**src/rtl/glow_scrub_ctrl_if.sv**
```systemverilog
// Host/pin bundle for glow_scrub_ctrl: host request/response plus LED drive and phototransistor sense.
// The slave modport is the controller side; the master modport is the host plus the glow cell pins.
interface glow_scrub_ctrl_if;
    logic       req_write;
    logic       req_read;
    logic [7:0] wdata;
    logic [7:0] rdata;
    logic       done;
    logic       busy;
    logic       refresh_active;
    logic [7:0] glow_leds;
    logic [7:0] glow_value;

    modport master (
        output req_write, req_read, wdata, glow_value,
        input  rdata, done, busy, refresh_active, glow_leds
    );

    modport slave (
        input  req_write, req_read, wdata, glow_value,
        output rdata, done, busy, refresh_active, glow_leds
    );
endinterface

```
**src/rtl/glow_scrub_ctrl.sv**
```systemverilog
// Glow-cell sequencer: host read/write into timed DARK/SETTLE/SAMPLE/CHARGE phases; GLOW_REFRESH_EN adds periodic refresh.
// Latency: read SETTLE+2, write CHARGE+1 (+DECAY when ones must fade); requests are only seen while busy is low.
module glow_scrub_ctrl #(
    parameter int unsigned CHARGE_CYCLES    = 1000000,
    parameter int unsigned DECAY_CYCLES     = 4000000,
    parameter int unsigned SETTLE_CYCLES    = 1000,
    parameter int unsigned REFRESH_INTERVAL = 8000000
) (
    input  logic             clk,
    input  logic             reset,
    glow_scrub_ctrl_if.slave bus
);

    // Phase counter reload value: N-1, with 0 and 1 both meaning a single cycle.
    function automatic logic [23:0] ld_val(input int unsigned n);
        return (n <= 1) ? 24'd0 : 24'(n - 1);
    endfunction

    localparam logic [23:0] CHARGE_LD = ld_val(CHARGE_CYCLES);
    localparam logic [23:0] DECAY_LD  = ld_val(DECAY_CYCLES);
    localparam logic [23:0] SETTLE_LD = ld_val(SETTLE_CYCLES);

    typedef enum logic [2:0] {S_IDLE, S_DARK, S_SETTLE, S_SAMPLE, S_CHARGE} state_t;
    typedef enum logic [1:0] {OP_WR, OP_RD, OP_RF} op_t;

    state_t      r_state, w_state_nxt;
    op_t         r_op, w_op_nxt;
    logic [23:0] r_cnt, w_cnt_nxt;
    logic        w_wr_acc;
    logic        w_rf_pend;
    logic [7:0]  r_wdata, r_shadow, r_rdata;
    logic        r_done;
    logic [7:0]  r_gv_s1, r_gv_s2;

`ifdef GLOW_REFRESH_EN
    localparam logic [23:0] RF_LAST = ld_val(REFRESH_INTERVAL);

    logic [23:0] r_rf_tmr;
    logic        r_rf_pend;
    logic        w_rf_hit;

    assign w_rf_hit = (r_rf_tmr == RF_LAST);

    // A hit wins over the clear so a timer expiry during a refresh queues exactly one more.
    always_ff @(posedge clk) begin
        if (reset) begin
            r_rf_tmr  <= '0;
            r_rf_pend <= 1'b0;
        end else begin
            r_rf_tmr <= w_rf_hit ? 24'd0 : r_rf_tmr + 24'd1;
            if (w_rf_hit)
                r_rf_pend <= 1'b1;
            else if (r_state == S_IDLE)
                r_rf_pend <= 1'b0;
        end
    end

    assign w_rf_pend = r_rf_pend;
`else
    assign w_rf_pend = 1'b0;
`endif

    always_ff @(posedge clk) begin
        if (reset) begin
            r_state <= S_IDLE;
            r_cnt   <= '0;
            r_op    <= OP_WR;
        end else begin
            r_state <= w_state_nxt;
            r_cnt   <= w_cnt_nxt;
            r_op    <= w_op_nxt;
        end
    end

    always_comb begin
        w_state_nxt = r_state;
        w_cnt_nxt   = r_cnt;
        w_op_nxt    = r_op;
        w_wr_acc    = 1'b0;
        case (r_state)
            S_IDLE: begin
                if (w_rf_pend) begin
                    w_op_nxt    = OP_RF;
                    w_state_nxt = S_SETTLE;
                    w_cnt_nxt   = SETTLE_LD;
                end else if (bus.req_write) begin
                    w_wr_acc = 1'b1;
                    w_op_nxt = OP_WR;
                    // Stored ones that the new value clears must fade before recharging.
                    if ((r_shadow & ~bus.wdata) != 8'd0) begin
                        w_state_nxt = S_DARK;
                        w_cnt_nxt   = DECAY_LD;
                    end else begin
                        w_state_nxt = S_CHARGE;
                        w_cnt_nxt   = CHARGE_LD;
                    end
                end else if (bus.req_read) begin
                    w_op_nxt    = OP_RD;
                    w_state_nxt = S_SETTLE;
                    w_cnt_nxt   = SETTLE_LD;
                end
            end
            S_DARK: begin
                if (r_cnt == 24'd0) begin
                    w_state_nxt = S_CHARGE;
                    w_cnt_nxt   = CHARGE_LD;
                end else begin
                    w_cnt_nxt = r_cnt - 24'd1;
                end
            end
            S_SETTLE: begin
                if (r_cnt == 24'd0)
                    w_state_nxt = S_SAMPLE;
                else
                    w_cnt_nxt = r_cnt - 24'd1;
            end
            S_SAMPLE: begin
                if (r_op == OP_RF) begin
                    w_state_nxt = S_CHARGE;
                    w_cnt_nxt   = CHARGE_LD;
                end else begin
                    w_state_nxt = S_IDLE;
                end
            end
            S_CHARGE: begin
                if (r_cnt == 24'd0)
                    w_state_nxt = S_IDLE;
                else
                    w_cnt_nxt = r_cnt - 24'd1;
            end
            default: w_state_nxt = S_IDLE;
        endcase
    end

    always_ff @(posedge clk) begin
        if (reset) begin
            r_gv_s1  <= '0;
            r_gv_s2  <= '0;
            r_wdata  <= '0;
            r_shadow <= '0;
            r_rdata  <= '0;
            r_done   <= 1'b0;
        end else begin
            r_gv_s1 <= bus.glow_value;
            r_gv_s2 <= r_gv_s1;
            r_done  <= 1'b0;
            if (w_wr_acc)
                r_wdata <= bus.wdata;
            if (r_state == S_SAMPLE) begin
                if (r_op == OP_RF) begin
                    r_shadow <= r_gv_s2;
                end else begin
                    r_rdata <= r_gv_s2;
                    r_done  <= 1'b1;
                end
            end
            if (r_state == S_CHARGE && r_cnt == 24'd0 && r_op == OP_WR) begin
                r_shadow <= r_wdata;
                r_done   <= 1'b1;
            end
        end
    end

    always_comb begin
        bus.busy      = (r_state != S_IDLE);
        bus.glow_leds = 8'd0;
        if (r_state == S_CHARGE)
            bus.glow_leds = (r_op == OP_RF) ? r_shadow : r_wdata;
`ifdef GLOW_REFRESH_EN
        bus.refresh_active = (r_op == OP_RF) && (r_state != S_IDLE);
`else
        bus.refresh_active = 1'b0;
`endif
    end

    assign bus.rdata = r_rdata;
    assign bus.done  = r_done;

endmodule

```
**src/flat_wrapper.sv**
```systemverilog
// flat-port wrapper written by rule: the top's interface ports become plain ports
module glow_scrub_ctrl_flat 
#(
    parameter int unsigned CHARGE_CYCLES    = 1000000,
    parameter int unsigned DECAY_CYCLES     = 4000000,
    parameter int unsigned SETTLE_CYCLES    = 1000,
    parameter int unsigned REFRESH_INTERVAL = 8000000
)
  (clk, reset, bus_req_write, bus_req_read, bus_wdata, bus_glow_value, bus_rdata, bus_done, bus_busy, bus_refresh_active, bus_glow_leds);
  glow_scrub_ctrl_if bus_i ();
  input  logic clk;
  input  logic reset;
  input wire logic [$bits(bus_i.req_write)-1:0] bus_req_write;
  input wire logic [$bits(bus_i.req_read)-1:0] bus_req_read;
  input wire logic [$bits(bus_i.wdata)-1:0] bus_wdata;
  input wire logic [$bits(bus_i.glow_value)-1:0] bus_glow_value;
  output wire logic [$bits(bus_i.rdata)-1:0] bus_rdata;
  output wire logic [$bits(bus_i.done)-1:0] bus_done;
  output wire logic [$bits(bus_i.busy)-1:0] bus_busy;
  output wire logic [$bits(bus_i.refresh_active)-1:0] bus_refresh_active;
  output wire logic [$bits(bus_i.glow_leds)-1:0] bus_glow_leds;
  assign bus_i.req_write = bus_req_write;
  assign bus_i.req_read = bus_req_read;
  assign bus_i.wdata = bus_wdata;
  assign bus_i.glow_value = bus_glow_value;
  assign bus_rdata = bus_i.rdata;
  assign bus_done = bus_i.done;
  assign bus_busy = bus_i.busy;
  assign bus_refresh_active = bus_i.refresh_active;
  assign bus_glow_leds = bus_i.glow_leds;
  glow_scrub_ctrl #(.CHARGE_CYCLES(CHARGE_CYCLES), .DECAY_CYCLES(DECAY_CYCLES), .SETTLE_CYCLES(SETTLE_CYCLES), .REFRESH_INTERVAL(REFRESH_INTERVAL)) u_core (.clk(clk), .reset(reset), .bus(bus_i));
endmodule
```
**config.mk**
```make
export PLATFORM = sky130hd
export DESIGN_NAME = glow_scrub_ctrl_flat
export DESIGN_NICKNAME = d
export VERILOG_FILES = /design/src/rtl/glow_scrub_ctrl_if.sv /design/src/rtl/glow_scrub_ctrl.sv /design/src/flat_wrapper.sv
export SDC_FILE = /design/constraint.sdc
export NUM_CORES = 1
export LEC_CHECK = 0
export ABC_CLOCK_PERIOD_IN_PS = 5200
export CAP_MARGIN = 20
export CELL_PAD_IN_SITES_DETAIL_PLACEMENT = 1
export CELL_PAD_IN_SITES_GLOBAL_PLACEMENT = 1
export CORE_MARGIN = 3
export CORE_UTILIZATION = 45
export DETAILED_ROUTE_END_ITERATION = 10
export PLACE_DENSITY = 0.83
export SLEW_MARGIN = 40
export SYNTH_ARGS = -nofsm -noshare
export SYNTH_HDL_FRONTEND = slang
export SYNTH_SLANG_ARGS = --single-unit
```
**constraint.sdc**
```tcl
create_clock -name clk -period 5.2 [get_ports clk]
set_input_delay 0.78 -clock clk [delete_from_list [all_inputs] [get_ports clk]]
set_output_delay 0.78 -clock clk [all_outputs]
set_load 0.02 [all_outputs]
```
# Yosys cells after proc, flatten, opt, wreduce, memory -nomap -nowiden
# Index checks and enable logic that the tools add are counted.
# classes
add_sub_neg	1
n_eq_ne	11
n_mux	27
bitwise	3
n_reduce_logical	17
# ops
cell	count
2-to-1 mux 24 bit	5
case mux 24 bit (4 select lines)	1
2-to-1 mux 8 bit	5
zero test 24 bit	1
subtractor 24 x 1 -> 24 bit, second input constant	1
2-to-1 mux 22 bit	1
2-to-1 mux 3 bit	7
case mux 3 bit (5 select lines)	1
bitwise AND 8 bit	1
!= test 2 x 1 -> 1 bit, second input constant	4
NOT 8 bit	1
AND reduction 4 bit	2
nonzero test 8 bit	1
== test 3 x 2 -> 1 bit, second input constant	2
AND reduction 2 bit	3
nonzero test 2 bit	3
2-to-1 mux 1 bit	5
2-to-1 mux 2 bit	2
nonzero test 4 bit	1
== test 3 x 1 -> 1 bit, second input constant	1
== test 3 bit, second input constant	1
zero test 3 bit	1
!= test 3 bit, second input constant	1
nonzero test 3 bit	1
6 further kinds	7
# word_totals
ff_bits	70
input_bits	20

# Longest topological paths before layout
# logic_depth
depth_word	6
ltp_mapped	11

# Worst setup path before layout
# OpenSTA, ideal clock, no wires.
# synth_timing
kind	input to register
from	in bus_wdata[2]
to	reg u_core.r_cnt[14]
setup_ps	92
t_arrival_ps	1997
required_ps	5108
setup_slack_ps	3110
stages	6
n_path_buf	0
cell_sequence	nor2b_1 > a2111oi_0 > and3_1 > a21oi_1 > or3_1 > o32ai_1
# synth_via
elab_chain_cells	6
# synth_rtl
element	line	rtl
start: declaration	flat_wrapper.sv:15	input wire logic [$bits(bus_i.wdata)-1:0] bus_wdata;
NOT 8 bit	glow_scrub_ctrl.sv:90	if ((r_shadow & ~bus.wdata) != 8'd0) begin
bitwise AND 8 bit	glow_scrub_ctrl.sv:90	
nonzero test 8 bit	glow_scrub_ctrl.sv:90	
2-to-1 mux 22 bit	glow_scrub_ctrl.sv:90	
2-to-1 mux 24 bit	glow_scrub_ctrl.sv:86	end else if (bus.req_write) begin
case mux 24 bit (4 select lines)	glow_scrub_ctrl.sv:80	case (r_state)
end signal: assignment	glow_scrub_ctrl.sv:70	r_cnt <= w_cnt_nxt;
end: declaration	glow_scrub_ctrl.sv:28	logic [23:0] r_cnt, w_cnt_nxt;
# Every way passes these cells.
# A chain may end at the register's enable or synchronous reset.

# Final worst setup path
# layout_timing
from	reg u_core.r_state[2]
to	out bus_glow_leds[5]
# layout_via
elab_chain_cells	2
# layout_rtl
element	line	rtl
start: declaration	glow_scrub_ctrl.sv:26	state_t r_state, w_state_nxt;
start signal: assignment	glow_scrub_ctrl.sv:69	r_state <= w_state_nxt;
== test 3 bit	glow_scrub_ctrl.sv:167	if (r_state == S_CHARGE)
2-to-1 mux 8 bit	glow_scrub_ctrl.sv:167	
end: declaration	flat_wrapper.sv:21	output wire logic [$bits(bus_i.glow_leds)-1:0] bus_glow_leds;
# Every way passes these cells.

==> flow_summary_export.csv <==
group,metric,value,unit
worst_setup_path,cpPeakStageDelay,0.62,ns
floorplan,start_util,47.62,%
sta,timing.fmax,309.7,MHz
synth,syn_nets,431,
synth,synth_cell_type_count,62,
cells_and_area,fillers,849,
synth,yosysSeqAreaShare,41.77,%
worst_setup_path,worst-path-max-fanout,9,
cells_and_area,syn_to_final_growth,17.37,%
synth,syn_area,3307,um^2
global_routing,antenna_found_initial,0,
synth,ys_warn_count,0,
cells_and_area,layout-drive-gt1-share,8.784,%
worst_setup_path,required,4.42,ns
synth,synthTopCellsByArea,"dfxtp_1 42%, a21oi_1 8.5%, nand2_1 7.9%",
clock_network,clkTransAtPathRegs,0.09,ns
place,placed_cell_area,3691,um^2
synth,synth_cells,409,
synth,synth_flop_cell,"dfxtp_1",
sta,rsz0062_at_grt,"no",
route,firstDrtPassIters,4,
synth,ys_ff_latch,69,
cells_and_area,layoutNonFillerInstCount,540,
sta,setup_slack,1.971,ns
floorplan,die_h,91.73,um
worst_setup_path,arrival,2.45,ns
global_routing,grt_pass1_vias,3254,
place,portBuffers,37,
synth,synth_area_leader_cell,"dfxtp_1",
clock_network,clockBufferDepth,2,
cells_and_area,regArea,1381,um^2
sta,finalCriticalPeriod,3.229,ns
sta,skew,0.01016,ns
clock_network,clkLatencyLatePin,0.36,ns
cells_and_area,final_cell_mix,"70 x nand2_1, 69 x dfxtp_1, 56 x a21oi_1",
clock_network,clock-root-buffer,"clkbuf_8",
place,place.gp.congestion,0.8987,
sta,worst_pin_slew,0.6863,ns
power_and_ir_drop,p_total,0.001896,W
synth,synth_top_area_share,41.77,%
sta,setup_tns,0,ns
clock_network,postCtsHoldBufs,0,
route,drt_iter0_markers,166,
sta,timing.final.hold_violations,0,
synth,synth_enable_flop_cells,0,
global_routing,track_usage,22.69,%
floorplan,core,6944,um^2
route,vias,3066,
worst_setup_path,crit_family,"buffers and inverters",
global_routing,grt_pass1_wl,15440,um
global_routing,grt_max_degree,51,
synth,synth_compound_area_share,20.32,%
route,avgViaCountPerCell,5.678,
sta,drv_slew,0,
cells_and_area,fin_nets,461,
worst_setup_path,cp.buffers_inverters,2,
clock_network,ctsResizeCount,0,
cells_and_area,stdcell_area,3881,um^2
route,route.final.wire_length,9136,um
synth,muxShareOfSynthArea,0.3027,%
synth,synth_xor_area_share,0.7946,%
route,drc,0,
min_path,hold_path.class,"reg2reg",
floorplan,io_pins,39,
cells_and_area,layout_commonest_cell,"nand2_1",
cells_and_area,diodes,0,
outcome,status,"complete, no violations",
place,place_ws,2.144,ns
power_and_ir_drop,leakagePower,1.383,nW
synth,async_reset_ff_share,0,%
power_and_ir_drop,powerDensity,488.4,nW/um^2
worst_setup_path,path_class,"reg2out",
floorplan,die_area,8413,um^2
worst_setup_path,cp-end-kind,"output pin",
synth,syn_avg_cell_area,8.085,um^2
power_and_ir_drop,irDropWorstVdd,0.1982,mV
global_routing,overflow,0,
synth,yosys.area_share.simple,29.78,%
floorplan,rows,30,
clock_network,cts.sinks,69,
worst_setup_path,crit_chain,"nor3b_1 -> buf_4 -> and2_1 -> clkdlybuf4s50_1",
worst_setup_path,cp-start-kind,"flop",
worst_setup_path,critPathSlowestCell,"clkdlybuf4s50_1",
route,ant_nets,0,
synth,yosys.area_share.adder,1.059,%
clock_network,cts_tree,"built",
synth,synth_top_family_by_area,"simple AND/OR/NAND/NOR gates",
route,wl_per_cell,16.92,um
clock_network,postCtsSetupRepairBufs,0,
sta,report.final.setup_viol,0,
sta,slew_headroom,53.06,%
place,dp.cells,524,
clock_network,htree_levels,3,
cells_and_area,multi_input_area,1732,um^2
clock_network,cts_buffers,9,
place,dp_hpwl,6532,um
flow_run,cap_violations,0,
floorplan,fp.dieW,91.73,um
sta,fin_crit_sh,62.09,%
[through the flow]
step / utilization (%) / hold WS (ns)
2_1_floorplan: - / 0.4138
3_3_place_gp: 53.12 / 0.4168
3_5_place_dp: 53.15 / 0.4291
4_1_cts: 55.89 / 0.4462
5_1_grt: 55.89 / 0.4654
6_report: 55.89 / 0.4448
[worst paths after layout]
path                      from           endpoint  slack [ns]  cells past startpoint
max          u_core.r_state[2]   bus_glow_leds[5]        1.97                      4
min          u_core.r_gv_s1[2]  u_core.r_gv_s2[2]        0.44                      1
max reg2reg  u_core.r_state[1]    u_core.r_cnt[9]        2.57                      8
min reg2reg  u_core.r_gv_s1[2]  u_core.r_gv_s2[2]        0.44                      1
[report_power, final]
group	leakage [nW]	internal, W	switching [W]
logic	0.726	0.000279	0.000487
clock network	0.0918	0.000185	0.000246
registers	0.565	0.000601	0.0000974
total	1.38	0.00107	0.000830
[final cells by class]
type                    count  area share (%)
clock inverters             7           1.709
clock buffers               9           3.191
repair buffers             40           10.06
well taps                  96           3.095
multi-input cells         301           44.62
inverters                  18           1.741
flip-flops and latches     69           35.59
[registers in the layout, summed over array words and instances, names as in the netlist]
name	flops
u_core.r_cnt	24
u_core.bus.rdata	8
u_core.r_gv_s1	8
u_core.r_gv_s2	8
u_core.r_shadow	8
u_core.r_wdata	8
u_core.r_state	3
u_core.bus.done	1
u_core.r_op	1
[worst register-to-register path: stages, from the launching register on]
cell	delay [ns]
dfxtp_1	0.64
nor3b_1	0.20
buf_4	0.23
or2_2	0.36
a31oi_2	0.30
buf_4	0.28
o21ai_0	0.19
nand2b_1	0.19
a21oi_1	0.17
[Yosys cell counts (5+ instances only)]
library cell,instances
buf_6,5
nor2b_1,22
nor4_1,9
clkbuf_1,12
and2_1,9
nor2_1,23
o21ai_0,13
a211oi_1,6
a21oi_1,56
dfxtp_1,69
nand3_1,10
nor3_1,9
inv_1,18
nand2_1,70
[layer usage]
metal	GRT usage (%)	vias up	part of all wire [%]
met1	27.60	1508	45
li1	-	1490	-
met5	0	-	0
met4	7.054	0	1.2
met3	4.676	13	2.8
met2	40.05	55	51
[logic make-up after synthesis]
group / count (synthesis)
fa+ha+maj: 3
simple gates: 186
xor+xnor: 3
mux: 1
other cells: 1
flops: 69
buf+inv: 39
compound gates: 107
Power figures use the tool's default switching activity.
